## config.mk

```make
export PLATFORM = sky130hd
export DESIGN_NAME = router_fifo
export DESIGN_NICKNAME = d
export VERILOG_FILES = /design/src/rtl/router_pkg.sv /design/src/rtl/router_fifo.sv
export SDC_FILE = /design/constraint.sdc
export NUM_CORES = 1
export LEC_CHECK = 0
export CORE_MARGIN = 4
export CORE_UTILIZATION = 40
export CTS_CLUSTER_SIZE = 28
export DETAILED_ROUTE_END_ITERATION = 6
export DONT_BUFFER_PORTS = 1
export SETUP_SLACK_MARGIN = 0.15
export SYNTH_ARGS = -nofsm -noshare
export SYNTH_HDL_FRONTEND = slang
export SYNTH_SLANG_ARGS = --single-unit
export TNS_END_PERCENT = 30
```

## constraint.sdc

```tcl
create_clock -name clock -period 2.9 [get_ports clock]
set_input_delay 0.29 -clock clock [delete_from_list [all_inputs] [get_ports clock]]
set_output_delay 0.29 -clock clock [all_outputs]
set_load 0.01 [all_outputs]
```

## src/rtl/router_pkg.sv

```systemverilog
// Shared constants for the 1x3 router: byte/FIFO geometry, header field
// positions and packet-count width. Used by the FIFO, FSM and synchronizer.
package router_pkg;

  localparam int unsigned WIDTH       = 8;
  localparam int unsigned DEPTH       = 16;
  localparam int unsigned AW          = 4;

  // Header byte layout: {len[7:2], addr[1:0]}
  localparam int unsigned HDR_LEN_MSB = 7;
  localparam int unsigned HDR_LEN_LSB = 2;
  localparam int unsigned HDR_ADDR_MSB = 1;
  localparam int unsigned HDR_ADDR_LSB = 0;
  localparam int unsigned HDR_LEN_W   = HDR_LEN_MSB - HDR_LEN_LSB + 1;

  localparam int unsigned PKT_CNT_W   = 7;

  // Remaining bytes after a header: payload length plus one parity byte
  function automatic logic [PKT_CNT_W-1:0] hdr_pkt_cnt(input logic [HDR_LEN_W-1:0] len);
    return PKT_CNT_W'(len) + PKT_CNT_W'(1);
  endfunction

endpackage

```

## src/rtl/router_fifo.sv

```systemverilog
// Per-port output FIFO of the 1x3 router. Stores {header_tag, byte} words,
// tracks the bytes left in the packet being read, and blanks data_out
// between packets.
module router_fifo
  import router_pkg::*;
#(
  parameter int unsigned WIDTH = router_pkg::WIDTH,
  parameter int unsigned DEPTH = router_pkg::DEPTH,
  parameter int unsigned AW    = router_pkg::AW
) (
  input  logic             clock,
  input  logic             reset,
  input  logic             soft_reset,
  input  logic             write_enb,
  input  logic             read_enb,
  input  logic             lfd_state,
  input  logic [WIDTH-1:0] data_in,
  output logic [WIDTH-1:0] data_out,
  output logic             full,
  output logic             empty
);

  logic [WIDTH:0]           r_mem [DEPTH];
  logic [AW:0]              r_wr_ptr;
  logic [AW:0]              r_rd_ptr;
  logic [PKT_CNT_W-1:0]     r_pkt_cnt;
  logic [WIDTH-1:0]         r_data_out;

  logic                     w_flush;
  logic                     w_wr_acc;
  logic                     w_rd_acc;
  logic [WIDTH:0]           w_rd_word;
  logic [PKT_CNT_W-1:0]     w_pkt_cnt_nxt;
  logic [WIDTH-1:0]         w_data_out_nxt;

  assign w_flush   = reset | soft_reset;
  assign empty     = (r_wr_ptr == r_rd_ptr);
  assign full      = (r_wr_ptr[AW] != r_rd_ptr[AW]) &&
                     (r_wr_ptr[AW-1:0] == r_rd_ptr[AW-1:0]);
  // A write coinciding with a flush is discarded along with the buffered data
  assign w_wr_acc  = write_enb & ~full & ~w_flush;
  assign w_rd_acc  = read_enb & ~empty;
  assign w_rd_word = r_mem[r_rd_ptr[AW-1:0]];
  assign data_out  = r_data_out;

  // Storage write port; contents are never cleared
  always_ff @(posedge clock) begin
    if (w_wr_acc) begin
      r_mem[r_wr_ptr[AW-1:0]] <= {lfd_state, data_in};
    end
  end

  // Read/write pointers with extra wrap bit
  always_ff @(posedge clock) begin
    if (w_flush) begin
      r_wr_ptr <= '0;
      r_rd_ptr <= '0;
    end else begin
      if (w_wr_acc) r_wr_ptr <= r_wr_ptr + 1'b1;
      if (w_rd_acc) r_rd_ptr <= r_rd_ptr + 1'b1;
    end
  end

  // Next packet count and output byte for the current cycle
  always_comb begin
    w_pkt_cnt_nxt  = r_pkt_cnt;
    w_data_out_nxt = r_data_out;
    if (w_rd_acc) begin
      w_data_out_nxt = w_rd_word[WIDTH-1:0];
      if (w_rd_word[WIDTH]) begin
        w_pkt_cnt_nxt = hdr_pkt_cnt(w_rd_word[HDR_LEN_MSB:HDR_LEN_LSB]);
      end else if (r_pkt_cnt != '0) begin
        w_pkt_cnt_nxt = r_pkt_cnt - 1'b1;
      end
    end else if (r_pkt_cnt == '0) begin
      // Between packets the output is blanked; parity thus shows for one cycle
      w_data_out_nxt = '0;
    end
  end

  // Packet count and registered read data
  always_ff @(posedge clock) begin
    if (w_flush) begin
      r_pkt_cnt  <= '0;
      r_data_out <= '0;
    end else begin
      r_pkt_cnt  <= w_pkt_cnt_nxt;
      r_data_out <= w_data_out_nxt;
    end
  end

endmodule
```

# --- Word level (Yosys, flattened, before mapping) ---
# Memories as Yosys holds them, arrays and structs flattened. A register that Yosys moved wholly into a read port is not among the register bits.
# Cells that the tools add are included.
word_totals:
  regBits: 25
  latch_bits: 0
  ramBits: 144
  mem_bits_ro: 0
  input_bits: 14
  out_inout_bits: 10
  word_cells: 33
  memories: 1
mem_list:
  columns: ["name", "depth", "width", "read_ports", "rd_clocked_by_memory_dff", "wr", "line", "rtl"]
  rows:
  - ["r_mem", 16, 9, 1, 1, 1, "router_fifo.sv:23", "logic [WIDTH:0] r_mem [DEPTH];"]
op_classes:
  add_sub_neg: 4
  mul: 0
  n_div: 0
  n_lt_le_gt_ge: 0
  eq_ne: 3
  shift: 0
  mux: 8
  n_bitwise: 7
  n_reduce_logical: 6
ops:
  columns: ["operator", "n"]
  rows:
  - ["two-way mux 8 bit", 2]
  - ["two-way mux 7 bit", 2]
  - ["adder 5 x 1 -> 5 bit, second input constant", 2]
  - ["two-way mux 4 bit", 2]
  - ["adder 6 x 1 -> 7 bit, second input constant", 1]
  - ["zero test 7 bit", 1]
  - ["nonzero test 7 bit", 1]
  - ["subtractor 7 x 1 -> 7 bit, second input constant", 1]
  - ["== test 5 bit", 1]
  - ["== test 4 bit", 1]
  - ["nonzero test 2 bit", 2]
  - ["bitwise AND 1 bit", 3]
  - ["NOT 1 bit", 3]
  - ["two-way mux 1 bit", 2]
  - ["AND reduction 2 bit", 1]
  - ["logical AND 1 bit", 1]
  - ["!= test 1 bit", 1]
  - ["OR 1 bit", 1]

# --- Depth between registers and ports, before layout ---
logic_depth:
  depth_word: 7
  depth_mapped: 9
  depth_no_buf: 8

# --- Least setup slack after synthesis ---
# OpenSTA, ideal clock, no wires.
synth_path:
  kind: "register -> register"
  from: "register r_wr_ptr[2]"
  to: "memory r_mem[3][0] (netlist bit) (enable)"
  setup_time_ns: 0.387
  arrival_ns: 1.889
  t_required_ns: 2.513
  path_slack_ns: 0.625
  stages_incl_launch_ff: 7
  n_path_buf: 1
  period_less_slack_ns: 2.275
  path_cell_list: "dfxtp_1 buf_2 xnor2_1 and4_1 a21oi_1 nand2_1 nor3_1"
synth_via:
  elab_chain_len: 7
synth_lines:
  columns: ["element", "line", "rtl"]
  rows:
  - ["start: declaration", "router_fifo.sv:24", "logic [AW:0] r_wr_ptr;"]
  - ["start signal: assignment", "router_fifo.sv:59", "if (w_wr_acc) r_wr_ptr <= r_wr_ptr + 1'b1;"]
  - ["== test 4 bit", "router_fifo.sv:39", "(r_wr_ptr[AW-1:0] == r_rd_ptr[AW-1:0]);"]
  - ["logical AND 1 bit", "router_fifo.sv:38", "assign full = (r_wr_ptr[AW] != r_rd_ptr[AW]) &&"]
  - ["NOT 1 bit", "router_fifo.sv:41", "assign w_wr_acc = write_enb & ~full & ~w_flush;"]
  - ["bitwise AND 1 bit (2 in a row)", "router_fifo.sv:41", null]
  - ["two-way mux 1 bit", "router_fifo.sv:48", "if (w_wr_acc) begin"]
  - ["two-way mux 1 bit (not written as such)", "router_fifo.sv:49", "r_mem[r_wr_ptr[AW-1:0]] <= {lfd_state, data_in};"]
  - ["end: declaration", "router_fifo.sv:23", null]
# Parallel ways exist; a longest one is shown, timed or not.

==> flow_metrics.py <==
metrics = {
    "run_status": {
        "status": "finished clean",
    },
    "power": {
        "vdd_drop_max_mv": 0.3734,
        "power_leakage_nw": 2.551,
        "p_switching_mw": 1.025,
        "swShare_pct": 19.96,
        "combPwrFrac_pct": 2.8,
        "intPower_mw": 4.109,
        "power_density_nw_per_um2": 636.3,
        "p_clk_share_pct": 44.5,
        "sequentialPowerShare_pct": 52.7,
    },
    "detailed_routing": {
        "wl_per_cell_um": 21.36,
        "via_count": 3696,
        "drt_iter0_drc": 316,
        "viasPerCell": 5.435,
        "drc": 0,
        "postRouteAntennaNets": 0,
        "firstDrtPassIters": 5,
        "drt-total-wl_um": 14530,
    },
    "floorplanning": {
        "start_util_pct": 40.82,
        "die_height_um": 141.1,
        "placementRows": 48,
        "ios": 24,
        "core_um2": 17360,
        "die_area_um2": 19910,
        "die_width_um": 141.1,
    },
    "synth": {
        "ys_seq_area_share_pct": 69.22,
        "synth_cells": 411,
        "syn-cell-area_um2": 7086,
        "synth_fp_nets": 432,
        "yosysWarnings": 0,
        "yosysUniqueCellTypes": 45,
        "ys_ff_latch": 173,
        "synth.avg_cell_area_um2": 17.24,
    },
    "clock_tree": {
        "cts_tree": "done",
        "clock_tree.root_cell": "clkbuf_16",
        "path_clk_slew_ps": 60,
        "clockBufferDepth": 2,
        "h-tree-depth": 4,
        "cts.sinks": 173,
        "numCtsBuffers": 17,
        "post_cts_buffers": 0,
        "insertion_delay_ps": 430,
    },
    "cells_and_area": {
        "fin_area_um2": 8068,
        "area_growth_pct": 13.86,
        "fin_nets": 463,
        "mostFrequentLayoutCell": "edfxtp_1",
        "antennaDiodeCount": 0,
        "stdcell_count": 680,
        "drive_gt1_share_pct": 19.12,
        "final_cell_mix": "144 x edfxtp_1, 30 x nor2_1, 28 x dfxtp_1, 25 x nand2_1, 24 x mux4_2",
    },
    "place": {
        "placed_cell_area_um2": 7381,
        "dp_cells": 639,
        "numPortBuffers": 0,
        "dp_hpwl_um": 9097,
        "gp_congestion": 0.7852,
    },
    "critical_path": {
        "r2r_cells": 7,
        "endpoint_kind": "flip-flop",
        "worstReg2RegEnd": "r_pkt_cnt[3]",
        "cp.required_ps": 3220,
        "start_kind": "flip-flop",
        "arrival_ps": 2820,
        "crit_type": "flip-flop to flip-flop",
        "reg2reg_slack_ps": 400,
        "crit_fanout": 20,
    },
    "sta": {
        "fin_skew_ps": 11.49,
        "hold_viol": 0,
        "tightestPinTransition_ps": 652.9,
        "max_freq_ghz": 0.3997,
        "tns_ps": 0,
        "period_needed_ps": 2502,
        "maxSlewHeadroom_pct": 56.48,
        "final_max_slew_viol_count": 0,
        "setup_viol": 0,
        "final.period_utilization_pct": 86.27,
        "whs_ps": 117.8,
        "rsz0062_at_grt": "false",
    },
    "grt": {
        "grt_usage_pct": 15.33,
        "grt_overflow": 0,
        "antenna_found_initial": 0,
        "grt_max_degree": 37,
        "first_global_vias": 3766,
        "grt_pass1_wl_um": 22370,
    },
    "hold_path": {
        "holdPathStages": 3,
        "min_path_type": "input pin to flip-flop",
        "hp-start": "reset",
        "min_to": "r_pkt_cnt[4]",
    },
    "job": {
        "cap_violations": 0,
    },
}
## power groups by stage
| stage | sequential (mW) | clock [mW] | combinational, mW |
|---|---|---|---|
| final | 2.70 | 2.29 | 0.142 |
| after CTS | 2.71 | 2.33 | 0.144 |
| after global routing | 2.70 | 2.45 | 0.158 |
| after global placement | 2.76 | 0 | 0.107 |
| after floorplan | 2.76 | 0 | 0.0929 |
| after detailed placement | 2.76 | 0 | 0.108 |
## registers in the layout, indices dropped and copies added (netlist names), named ones only
signal and flops:
r_mem 144, r_wr_ptr 5, data_out 8, r_pkt_cnt 7
r_rd_ptr 5
## area by class of cell
type,instances,area [um2]
Multi-Input combinational cell,212,1969
Tap cell,225,281.5
Timing Repair Buffer,33,295.3
Sequential cell,173,4908
Fill cell,1463,9289
Inverter,5,18.77
Clock buffer,19,432.9
Clock inverter,13,161.4
## layer usage
layer  track usage (%)  part of all wire, %  up-vias
met1             19.79                   43     1891
met4             5.354                  1.7        0
li1                  -                    -     1691
met3             4.478                  5.2       18
met2             24.86                   50       96
met5                 0                    0        -
## worst max-delay path, cell delays in order (launching register included)
cell     delay [ps]
dfxtp_4         480
buf_12          230
mux4_1          570
a22oi_1         180
nand2_1         280
nor3_1          360
a31oi_1         130
o221a_1         140
## timing repair
action                     in CTS  in global routing
hold endpoints to repair      144                  0
hold buffers                    9                  0
resized for setup               0                  1
setup endpoints to repair       0                  3
## cell usage after synthesis, drive strengths merged
cell,count,area share (%)
nand4b,1,0.12
inv,5,0.26
and4,1,0.12
xnor2,8,0.99
or3,4,0.42
nor3,9,0.64
edfxtp,144,61
nor2,30,1.6
xor2,8,0.99
dfxtp,29,8.2
nand2,29,1.7
a31oi,2,0.18
mux2i,1,0.14
a22oi,13,1.4
ha,7,1.2
a21oi,16,1.1
nand2b,3,0.26
o21a,1,0.11
nand3,13,0.99
a31o,1,0.12
clkbuf,8,0.85
nand4,4,0.35
o221a,2,0.32
o22ai,1,0.088
o21ai,8,0.56
buf,13,1.9
a221oi,2,0.34
a21boi,1,0.11
and2,4,0.37
or2,1,0.088
mux4,39,13
o211ai,1,0.11
nor2b,2,0.18
## worst max path at each step
| stage | start | to |
|---|---|---|
| after CTS | flip-flop | r_pkt_cnt[3] |
| after detailed placement | flip-flop | r_pkt_cnt[3] |
| after floorplan | r_wr_ptr[2] | r_mem[3][0] |
| after global placement | flip-flop | r_pkt_cnt[1] |
| final | flip-flop | r_pkt_cnt[3] |
| after global routing | flip-flop | r_pkt_cnt[3] |
## per-stage QoR
step / worst slack [ps] / total power, mW / util, %
floorplan: 624.5 / 2.849 / -
global placement: 379.6 / 2.866 / 42.52
detailed placement: 277.2 / 2.868 / 42.52
CTS: 277.9 / 5.180 / 46.47
global route: 188.8 / 5.309 / 46.48
finish: 398.1 / 5.134 / 46.48
## kinds of logic (layout without fill, tap and decap cells)
family / after synthesis / count (layout) / share of synthesized area [%]
flops: 173 / 173 / 69.22
simple gates: 101 / 101 / 6.816
compound gates: 48 / 48 / 4.432
mux: 40 / 40 / 13.33
buf+inv: 26 / 70 / 2.984
xor+xnor: 16 / 16 / 1.978
fa+ha+maj: 7 / 7 / 1.236
No activity file was read; power rests on OpenSTA's default activity.
